[config.mk]
export PLATFORM = sky130hd
export DESIGN_NAME = writeback_stage
export DESIGN_NICKNAME = d
export VERILOG_FILES = /design/src/rtl/writeback_stage.sv
export SDC_FILE = /design/constraint.sdc
export NUM_CORES = 1
export LEC_CHECK = 0
export CAP_MARGIN = 15
export CORE_MARGIN = 2
export CORE_UTILIZATION = 36
export DETAILED_ROUTE_END_ITERATION = 16
export PLACE_DENSITY = 0.72
export SYNTH_ARGS = -nofsm -noshare
export SYNTH_HDL_FRONTEND = slang
export SYNTH_SLANG_ARGS = --single-unit
[constraint.sdc]
create_clock -name clk -period 1.4 [get_ports clk]
set_input_delay 0.21 -clock clk [delete_from_list [all_inputs] [get_ports clk]]
set_output_delay 0.21 -clock clk [all_outputs]
set_load 0.01 [all_outputs]
[src/rtl/writeback_stage.sv]
// -----------------------------------------------------------------------------
// writeback_stage
//
// Final stage of the 16-bit pipeline. It holds the MEM/WB pipeline register,
// selects load data or the ALU result, and drives the write port of the
// register file that the decode stage reads. It also produces same-cycle
// bypass hits for decode's two read ports. A load's data is kept stable while
// the stage is stalled. Retired instructions are counted.
//
// Ports:
//   clk, rst_n          rising-edge clock, asynchronous active-low reset
//   stall               hold the MEM/WB register contents
//   flush               kill the instruction entering WB (clears valid)
//   in_valid            MEM stage holds a real instruction
//   in_RegWrite         instruction writes a register
//   in_MemtoReg         result comes from data memory
//   in_write_register   destination register (already RegDst-selected)
//   in_alu_result       ALU result from the MEM stage
//   mem_read_data       synchronous DMEM output, valid during the WB cycle only
//   rd_addr_1/2         decode read addresses
//   RegWrite            register-file write enable
//   write_register      register-file write address
//   write_Data          register-file write data, also the bypass data
//   fwd_hit_1/2         write_Data must replace read_data_1/2 in decode
//   wb_valid            WB register holds a live instruction
//   retired_count       instructions retired since reset (wraps)
// -----------------------------------------------------------------------------
module writeback_stage #(
    parameter int DATA_W      = 16,
    parameter int REG_AW      = 3,
    parameter int CNT_W       = 16,
    parameter int ZERO_REG_EN = 1
) (
    input  logic              clk,
    input  logic              rst_n,
    input  logic              stall,
    input  logic              flush,
    input  logic              in_valid,
    input  logic              in_RegWrite,
    input  logic              in_MemtoReg,
    input  logic [REG_AW-1:0] in_write_register,
    input  logic [DATA_W-1:0] in_alu_result,
    input  logic [DATA_W-1:0] mem_read_data,
    input  logic [REG_AW-1:0] rd_addr_1,
    input  logic [REG_AW-1:0] rd_addr_2,
    output logic              RegWrite,
    output logic [REG_AW-1:0] write_register,
    output logic [DATA_W-1:0] write_Data,
    output logic              fwd_hit_1,
    output logic              fwd_hit_2,
    output logic              wb_valid,
    output logic [CNT_W-1:0]  retired_count
);

    // RUN: load data comes straight from DMEM.
    // HELD: DMEM output has moved on during a stall; use the captured copy.
    typedef enum logic {
        RUN  = 1'b0,
        HELD = 1'b1
    } data_state_t;

    data_state_t       state, state_next;
    logic              wb_reg_write;
    logic              wb_memto_reg;
    logic [REG_AW-1:0] wb_write_register;
    logic [DATA_W-1:0] wb_alu_result;
    logic [DATA_W-1:0] load_hold;
    logic              is_zero_reg;
    logic              retire;

    // -------------------------------------------------------------------------
    // MEM/WB pipeline register
    // -------------------------------------------------------------------------
    // NOTE: sequential state uses non-blocking assignments so every register
    // samples the pre-edge values of the others, independent of block order.
    always_ff @(posedge clk or negedge rst_n) begin
        if (!rst_n) begin
            wb_valid          <= 1'b0;
            wb_reg_write      <= 1'b0;
            wb_memto_reg      <= 1'b0;
            wb_write_register <= '0;
            wb_alu_result     <= '0;
        end else if (stall) begin
            // Fields hold; a flush still kills the held instruction.
            if (flush) begin
                wb_valid <= 1'b0;
            end
        end else begin
            wb_valid          <= in_valid & ~flush;
            wb_reg_write      <= in_RegWrite;
            wb_memto_reg      <= in_MemtoReg;
            wb_write_register <= in_write_register;
            wb_alu_result     <= in_alu_result;
        end
    end

    // -------------------------------------------------------------------------
    // Load-data hold state machine
    // -------------------------------------------------------------------------
    always_ff @(posedge clk or negedge rst_n) begin
        if (!rst_n) begin
            state <= RUN;
        end else begin
            state <= state_next;
        end
    end

    // NOTE: every signal assigned in an always_comb gets a default first so no
    // path leaves it unassigned, which would otherwise infer a latch.
    always_comb begin
        state_next = state;
        unique case (state)
            RUN: begin
                // Only a live load that is about to stall needs its data kept;
                // a flush on the same edge kills it, so there is nothing to hold.
                if (stall && wb_valid && wb_memto_reg && !flush) begin
                    state_next = HELD;
                end
            end
            HELD: begin
                if (!stall || flush) begin
                    state_next = RUN;
                end
            end
            default: state_next = RUN;
        endcase
    end

    // Snapshot DMEM on the entry edge only; it stays put for the whole stall.
    always_ff @(posedge clk or negedge rst_n) begin
        if (!rst_n) begin
            load_hold <= '0;
        end else if (state == RUN && state_next == HELD) begin
            load_hold <= mem_read_data;
        end
    end

    // -------------------------------------------------------------------------
    // Register-file write port and bypass
    // -------------------------------------------------------------------------
    assign is_zero_reg    = (ZERO_REG_EN != 0) && (wb_write_register == '0);
    assign RegWrite       = wb_valid & wb_reg_write & ~is_zero_reg;
    assign write_register = wb_write_register;

    always_comb begin
        write_Data = wb_alu_result;
        if (wb_memto_reg) begin
            write_Data = (state == HELD) ? load_hold : mem_read_data;
        end
    end

    // Combinational on purpose: the register file only updates at the edge,
    // so decode must take write_Data in this same cycle.
    assign fwd_hit_1 = RegWrite & (rd_addr_1 == wb_write_register);
    assign fwd_hit_2 = RegWrite & (rd_addr_2 == wb_write_register);

    // -------------------------------------------------------------------------
    // Retired-instruction counter
    // -------------------------------------------------------------------------
    // An instruction leaves WB only on a non-stalled edge, so a long stall
    // still counts it once. Bubbles never count; stores/branches do.
    assign retire = wb_valid & ~stall;

    always_ff @(posedge clk or negedge rst_n) begin
        if (!rst_n) begin
            retired_count <= '0;
        end else if (retire) begin
            retired_count <= retired_count + CNT_W'(1);
        end
    end

endmodule

==> results of run 1 <==
path summary, 6_finish.rpt:
kind	endpoint	slack, ns	depth (start not counted)
worst max register to register	load_hold[1]	-0.09	6
worst min-delay path	load_hold[14]	0.43	3
worst max-delay path	write_Data[12]	-0.22	5
max in group asynchronous	wb_valid	0.63	3
worst min register to register	retired_count[15]	0.48	1
min in group clk	state	0.46	3
kinds of logic (layout without fill, tap and decap cells):
logic type	Yosys count	after routing	share of synthesized area (%)
compound gates	18	18	3.63
fa+ha+maj	1	1	0.484
mux	55	55	23.2
simple gates	46	46	9.88
buf+inv	12	146	2.42
xor+xnor	21	21	7.12
flops	55	55	53.3
worst max-delay path, cell delays in order, from the launching register on:
cell and delay [ns]:
dfrtp_2 0.44, buf_4 0.15, buf_6 0.12, mux2i_1 0.11, a21oi_1 0.13, buf_2 0.16
metrics by stage:
step	setup TNS (ns)	cell area [um2]	util (%)	worst slack [ns]
finish	-4.38	4090	59.5	-0.218
global route	-7.31	4090	59.5	-0.307
CTS	-5.62	4020	58.5	-0.293
detailed placement	-18.01	3710	54.1	-0.457
global placement	-15.99	3710	54.1	-0.429
floorplan	-0.686	2590	-	-0.0686
per-layer routing:
metal	wire length, um	share of wire, %	vias to the layer above	track usage [%]
met1	2700	44	952	19.7
met5	0	0	-	0
met4	83	1.4	0	4.68
met3	324	5.3	8	3.64
li1	-	-	988	-
met2	3020	49	62	28.4
area by class of cell:
type	instances	area [um2]	area share, %
Clock buffer	6	82.6	2.02
Clock inverter	2	16.3	0.398
Inverter	2	7.51	0.184
Multi-Input combinational cell	141	1270	31.2
Sequential cell	55	1380	33.8
Tap cell	96	120	2.94
Timing Repair Buffer	136	1210	29.5
what timing repair did:
item / 4_1_cts / 5_1_grt
pin swaps: 26 / 9
hold endpoints to repair: 55 / 0
gates resized for setup: 141 / 12
buffers inserted: 20 / 2
setup endpoints to repair: 60 / 46
cloned: 1 / 0
hold buffers: 1 / 0
cell usage in the layout, fill, tap and decap left out, types with 2 or more instances in the layout:
| cell | n |
|---|---|
| dfrtp_1 | 52 |
| clkdlybuf4s50_1 | 45 |
| buf_4 | 32 |
| mux2_2 | 22 |
| nor2_1 | 20 |
| buf_2 | 20 |
| dlygate4sd2_1 | 18 |
| a21oi_1 | 17 |
| mux2i_1 | 16 |
| mux2_4 | 16 |
| buf_6 | 16 |
| xor2_1 | 11 |
| xnor2_1 | 9 |
| clkbuf_8 | 6 |
| nand2_1 | 5 |
| nand4_1 | 3 |
| nand3_1 | 3 |
| dfrtp_2 | 3 |
| nand3_2 | 2 |
| nor3_4 | 2 |
| clkdlybuf4s15_1 | 2 |
Yosys cell counts:
master | n | area share (%)
dfrtp_1 | 55 | 53
mux2_2 | 38 | 17
nor2_1 | 21 | 3.1
a21oi_1 | 17 | 3.3
mux2i_1 | 17 | 6.6
xor2_1 | 12 | 4.1
xnor2_1 | 9 | 3.1
buf_2 | 5 | 0.97
nand2_1 | 5 | 0.73
nand3_1 | 5 | 0.97
clkbuf_1 | 3 | 0.44
nand4_1 | 3 | 0.73
inv_1 | 2 | 0.29
nor3_2 | 2 | 0.78
nor4_1 | 2 | 0.48
and3_1 | 1 | 0.24
and4_1 | 1 | 0.34
buf_4 | 1 | 0.29
buf_6 | 1 | 0.44
ha_1 | 1 | 0.48
nand2_2 | 1 | 0.24
nand2b_1 | 1 | 0.24
nand3b_1 | 1 | 0.29
nand4b_4 | 1 | 0.92
nor2b_1 | 1 | 0.24
nor3_4 | 1 | 0.63
o311ai_0 | 1 | 0.34
report_power, final:
group	internal [mW]	total [mW]	switching [mW]
combinational	0.746	1.22	0.479
sequential	1.84	1.98	0.147
clock	0.405	0.909	0.505
==> qor.yml, run 1 <==
layout_min_cycle_time_ns: 1.62
routedWlPerCell_um: 14.0
ys_ff_latch: 55
critPathLaunch: "state"
n_fill_cell: 582
cp.required_ns: 1.19
diodes: 0
cts_sinks: 55
setup_viol_count_final: 37
fin_hold_ws_ns: 0.431
grt_pass1_wl_um: 9920
gr-usage-all-layers_pct: 16.1
die_h_um: 88.7
synth.avg_cell_area_um2: 12.4
initial_core_util_pct: 37.6
synth_cells: 208
tightest_slew_ns: 0.385
ys_seq_area_share_pct: 53.3
max-slew-margin-rel_pct: 74.3
grt_pass1_vias: 2163
stdcell_count: 438
layout-drive-gt1-share_pct: 39.2
grt_max_degree: 31
grt-ovfl-total: 0
ys_types: 27
fp.coreArea_um2: 6870
cts_root_buf: "clkbuf_8"
io_pins: 87
top_regs: "load_hold x16, retired_count x16, wb_alu_result x16"
yosysWarnings: 0
dp.cells: 406
io_buffers: 86
fin_worst_skew_ns: 0.00885
fin_nets: 390
power_mw: 4.12
hold_class: "input port to async pin"
syn_area_um2: 2580
cellLeakagePower_nw: 1.89
drc: 0
p_per_area_nw_per_um2: 1010
slew_violations: 0
max-cap-violations: 0
viasPerCell: 4.59
drt_iter0_markers: 37
cts_tree: "yes"
critPathKind: "flip-flop to output port"
period_share_pct: 116
clk_latency_ns: 0.30
gp_congestion: 0.742
end_kind: "output port"
wl_um: 6130
htree_levels: 2
violations: "negative setup slack"
cts_buffers: 5
die_area_um2: 7870
fp.dieW_um: 88.7
clk_pin_slew_worst_paths_ns: 0.10
vias: 2010
r2r_start: "wb_memto_reg"
finalHoldViolCount: 0
fmax_mhz: 618
syn_to_final_growth_pct: 58.3
ant_nets: 0
ir_drop_mv: 0.718
rsz0062_at_grt: "true"
cp_data_arrival_time_ns: 1.41
core.rowCount: 30
syn-num-nets: 257
dpl.hpwl_um: 4200
outcome: "finished, violations left"
antenna_found_initial: 0
first_pass_iters: 4
start_kind: "flip-flop"
path_max_fanout: 4
finalWorstSetupSlack_ns: -0.218
cts_buffer_depth: 2
Power figures use the tool's default switching activity.
==> inputs of run 2 (changes only) <==
CORE_MARGIN = default   (was 2)
==> run 2 against run 1 <==
The run still ends with negative setup slack left; sequential share of layout area rose by 0.25 points; combinational power grew 4%; cell area fell by 0.55%; die area down 4.5%; clock power grew 2.5%; critical endpoint is now fwd_hit_1.
==> qor.yml, run 2 (same netlist as run 1, synthesis figures left out) <==
cp.required_ns: 1.19  # about the same
outcome: "finished, violations left"
fin_util_pct: 59.2  # -0.33 points
gr-usage-all-layers_pct: 17.3  # +1.2 points
fp.dieW_um: 86.7  # -2.3%
hold_class: "input port to async pin"
io_pins: 87  # unchanged
gp_congestion: 0.733  # -1.2%
layout_min_cycle_time_ns: 1.64  # +0.0264 ns
first_pass_iters: 3  # -1
ir_drop_mv: 0.519  # -28%
cts_tree: "yes"
cts_buffers: 5  # unchanged
slowest_delay_ns: 0.38  # -0.06 ns
vias: 2036  # +1.3%
violations: "negative setup slack"
clk_latency_ns: 0.31  # about the same
antenna_found_initial: 0  # unchanged
cts_buffer_depth: 2  # unchanged
io_buffers: 86  # unchanged
final_common_cell: "dfrtp_1"
n_fill_cell: 588  # +1.0%
routedWlPerCell_um: 15.0  # +7.1%
fmax_mhz: 608  # -1.6%
fin_hold_ws_ns: 0.403  # -0.0278 ns
critPathTopFamily: "flip-flops"
wl_um: 6480  # +5.6%
cp_cell_sequence: "o311ai_2 -> buf_4 -> nor4_1 -> buf_2"
grt_pass1_wl_um: 9940  # +0.21%
cellLeakagePower_nw: 1.87  # -1.5%
diodes: 0  # unchanged
slew_violations: 0  # unchanged
cts_root_buf: "clkbuf_8"
htree_levels: 2  # unchanged
finalWorstSetupSlack_ns: -0.245  # -0.0264 ns
end_kind: "output port"
cp_slowest_cell: "dfrtp_1"
fin_worst_skew_ns: 0.0133  # +0.00447 ns
rsz0062_at_grt: "true"
path_max_fanout: 3  # -1
start_kind: "flip-flop"
finalHoldViolCount: 0  # unchanged
fp.coreArea_um2: 6870  # unchanged
dpl.hpwl_um: 4130  # -1.7%
grt_pass1_vias: 2051  # -5.2%
syn_to_final_growth_pct: 57.4
top_regs: "load_hold x16, retired_count x16, wb_alu_result x16"
tightest_slew_ns: 0.300  # -0.0854 ns
cts_sinks: 55  # unchanged
grt_max_degree: 56  # +81%
ant_nets: 0  # unchanged
critical_path_buf_inv_count: 2  # -1
initial_core_util_pct: 37.6  # unchanged
core.rowCount: 30  # unchanged
drc: 0  # unchanged
cp_data_arrival_time_ns: 1.43  # +0.02 ns
grt-ovfl-total: 0  # unchanged
viasPerCell: 4.71  # +2.7%
die_area_um2: 7520  # -4.5%
power_mw: 4.18  # +1.6%
p_per_area_nw_per_um2: 1030  # +2.2%
dpl_worst_slack_ns: -0.446  # +0.0114 ns
fin_nets: 384  # -1.5%
period_share_pct: 117  # +1.9 points
setup-tns-final_ns: -5.45  # -1.07 ns
setup_viol_count_final: 39  # +5.4%
max-slew-margin-rel_pct: 80.0  # +5.7 points
mostFrequentLayoutCells: "50 x dfrtp_1, 46 x clkdlybuf4s50_1, 28 x buf_4, 22 x mux2_2, 21 x buf_2"
max-cap-violations: 0  # unchanged
critPathKind: "flip-flop to output port"
clk_pin_slew_worst_paths_ns: 0.10  # about the same
drt_iter0_markers: 86  # +130%
die_h_um: 86.7  # -2.3%
layout-drive-gt1-share_pct: 39.9  # +0.70 points
==> run 2: where the power goes <==
group          switching, mW  internal, mW  total [mW]  leakage (nW)
clock network          0.525         0.407       0.932        0.0484
logic                  0.497         0.769        1.27          1.14
registers              0.150          1.84        1.99         0.681
total                   1.17          3.01        4.18          1.87
==> run 2: final timing paths <==
check | from | endpoint | cells after the start | slack, ns
max in group asynchronous | rst_n | wb_memto_reg | 3 | 0.71
worst max-delay path | write_register[1] | fwd_hit_1 | 4 | -0.24
worst min-delay path | rst_n | wb_alu_result[10] | 3 | 0.40
min in group clk | flush | wb_valid | 2 | 0.47
worst max register to register | state | load_hold[5] | 5 | -0.17
worst min register to register | retired_count[15] | retired_count[15] | 1 | 0.49
==> run 2: cell type report <==
| cell class | count | area [um2] | area share [%] |
|---|---|---|---|
| flip-flops and latches | 55 | 1380 | 34.0 |
| inverters | 2 | 7.51 | 0.185 |
| well taps | 96 | 120 | 2.95 |
| clock buffers | 7 | 86.3 | 2.12 |
| repair buffers | 130 | 1170 | 28.9 |
| clock inverters | 1 | 8.76 | 0.215 |
| multi-input cells | 141 | 1290 | 31.6 |
==> run 2: per-stage QoR <==
step,instance area (um2),std cells
after CTS,4000,430
after global routing,4070,432
after detailed placement,3740,404
after global placement,3740,404
after floorplan,2590,208
final,4070,432
==> run 2: layer usage <==
layer / vias to the layer above / share of wire, % / track usage [%]
met2: 56 / 49 / 29.4
li1: 980 / - / -
met5: - / 0 / 0
met4: 0 / 1.2 / 4.55
met1: 995 / 44 / 22.2
met3: 5 / 5.1 / 4.10
==> run 2: what timing repair did <==
item,CTS,global route
endpoints found under the hold margin,55,0
endpoints found under the setup margin,56,41
hold buffers,1,0
cloned,2,1
gates resized for setup,134,22
pin swaps,21,10
buffers inserted,15,4
==> run 2: worst min-delay path: cells and delay by family <==
family	cells	cell delay, ns
buffers and inverters	3	0.90
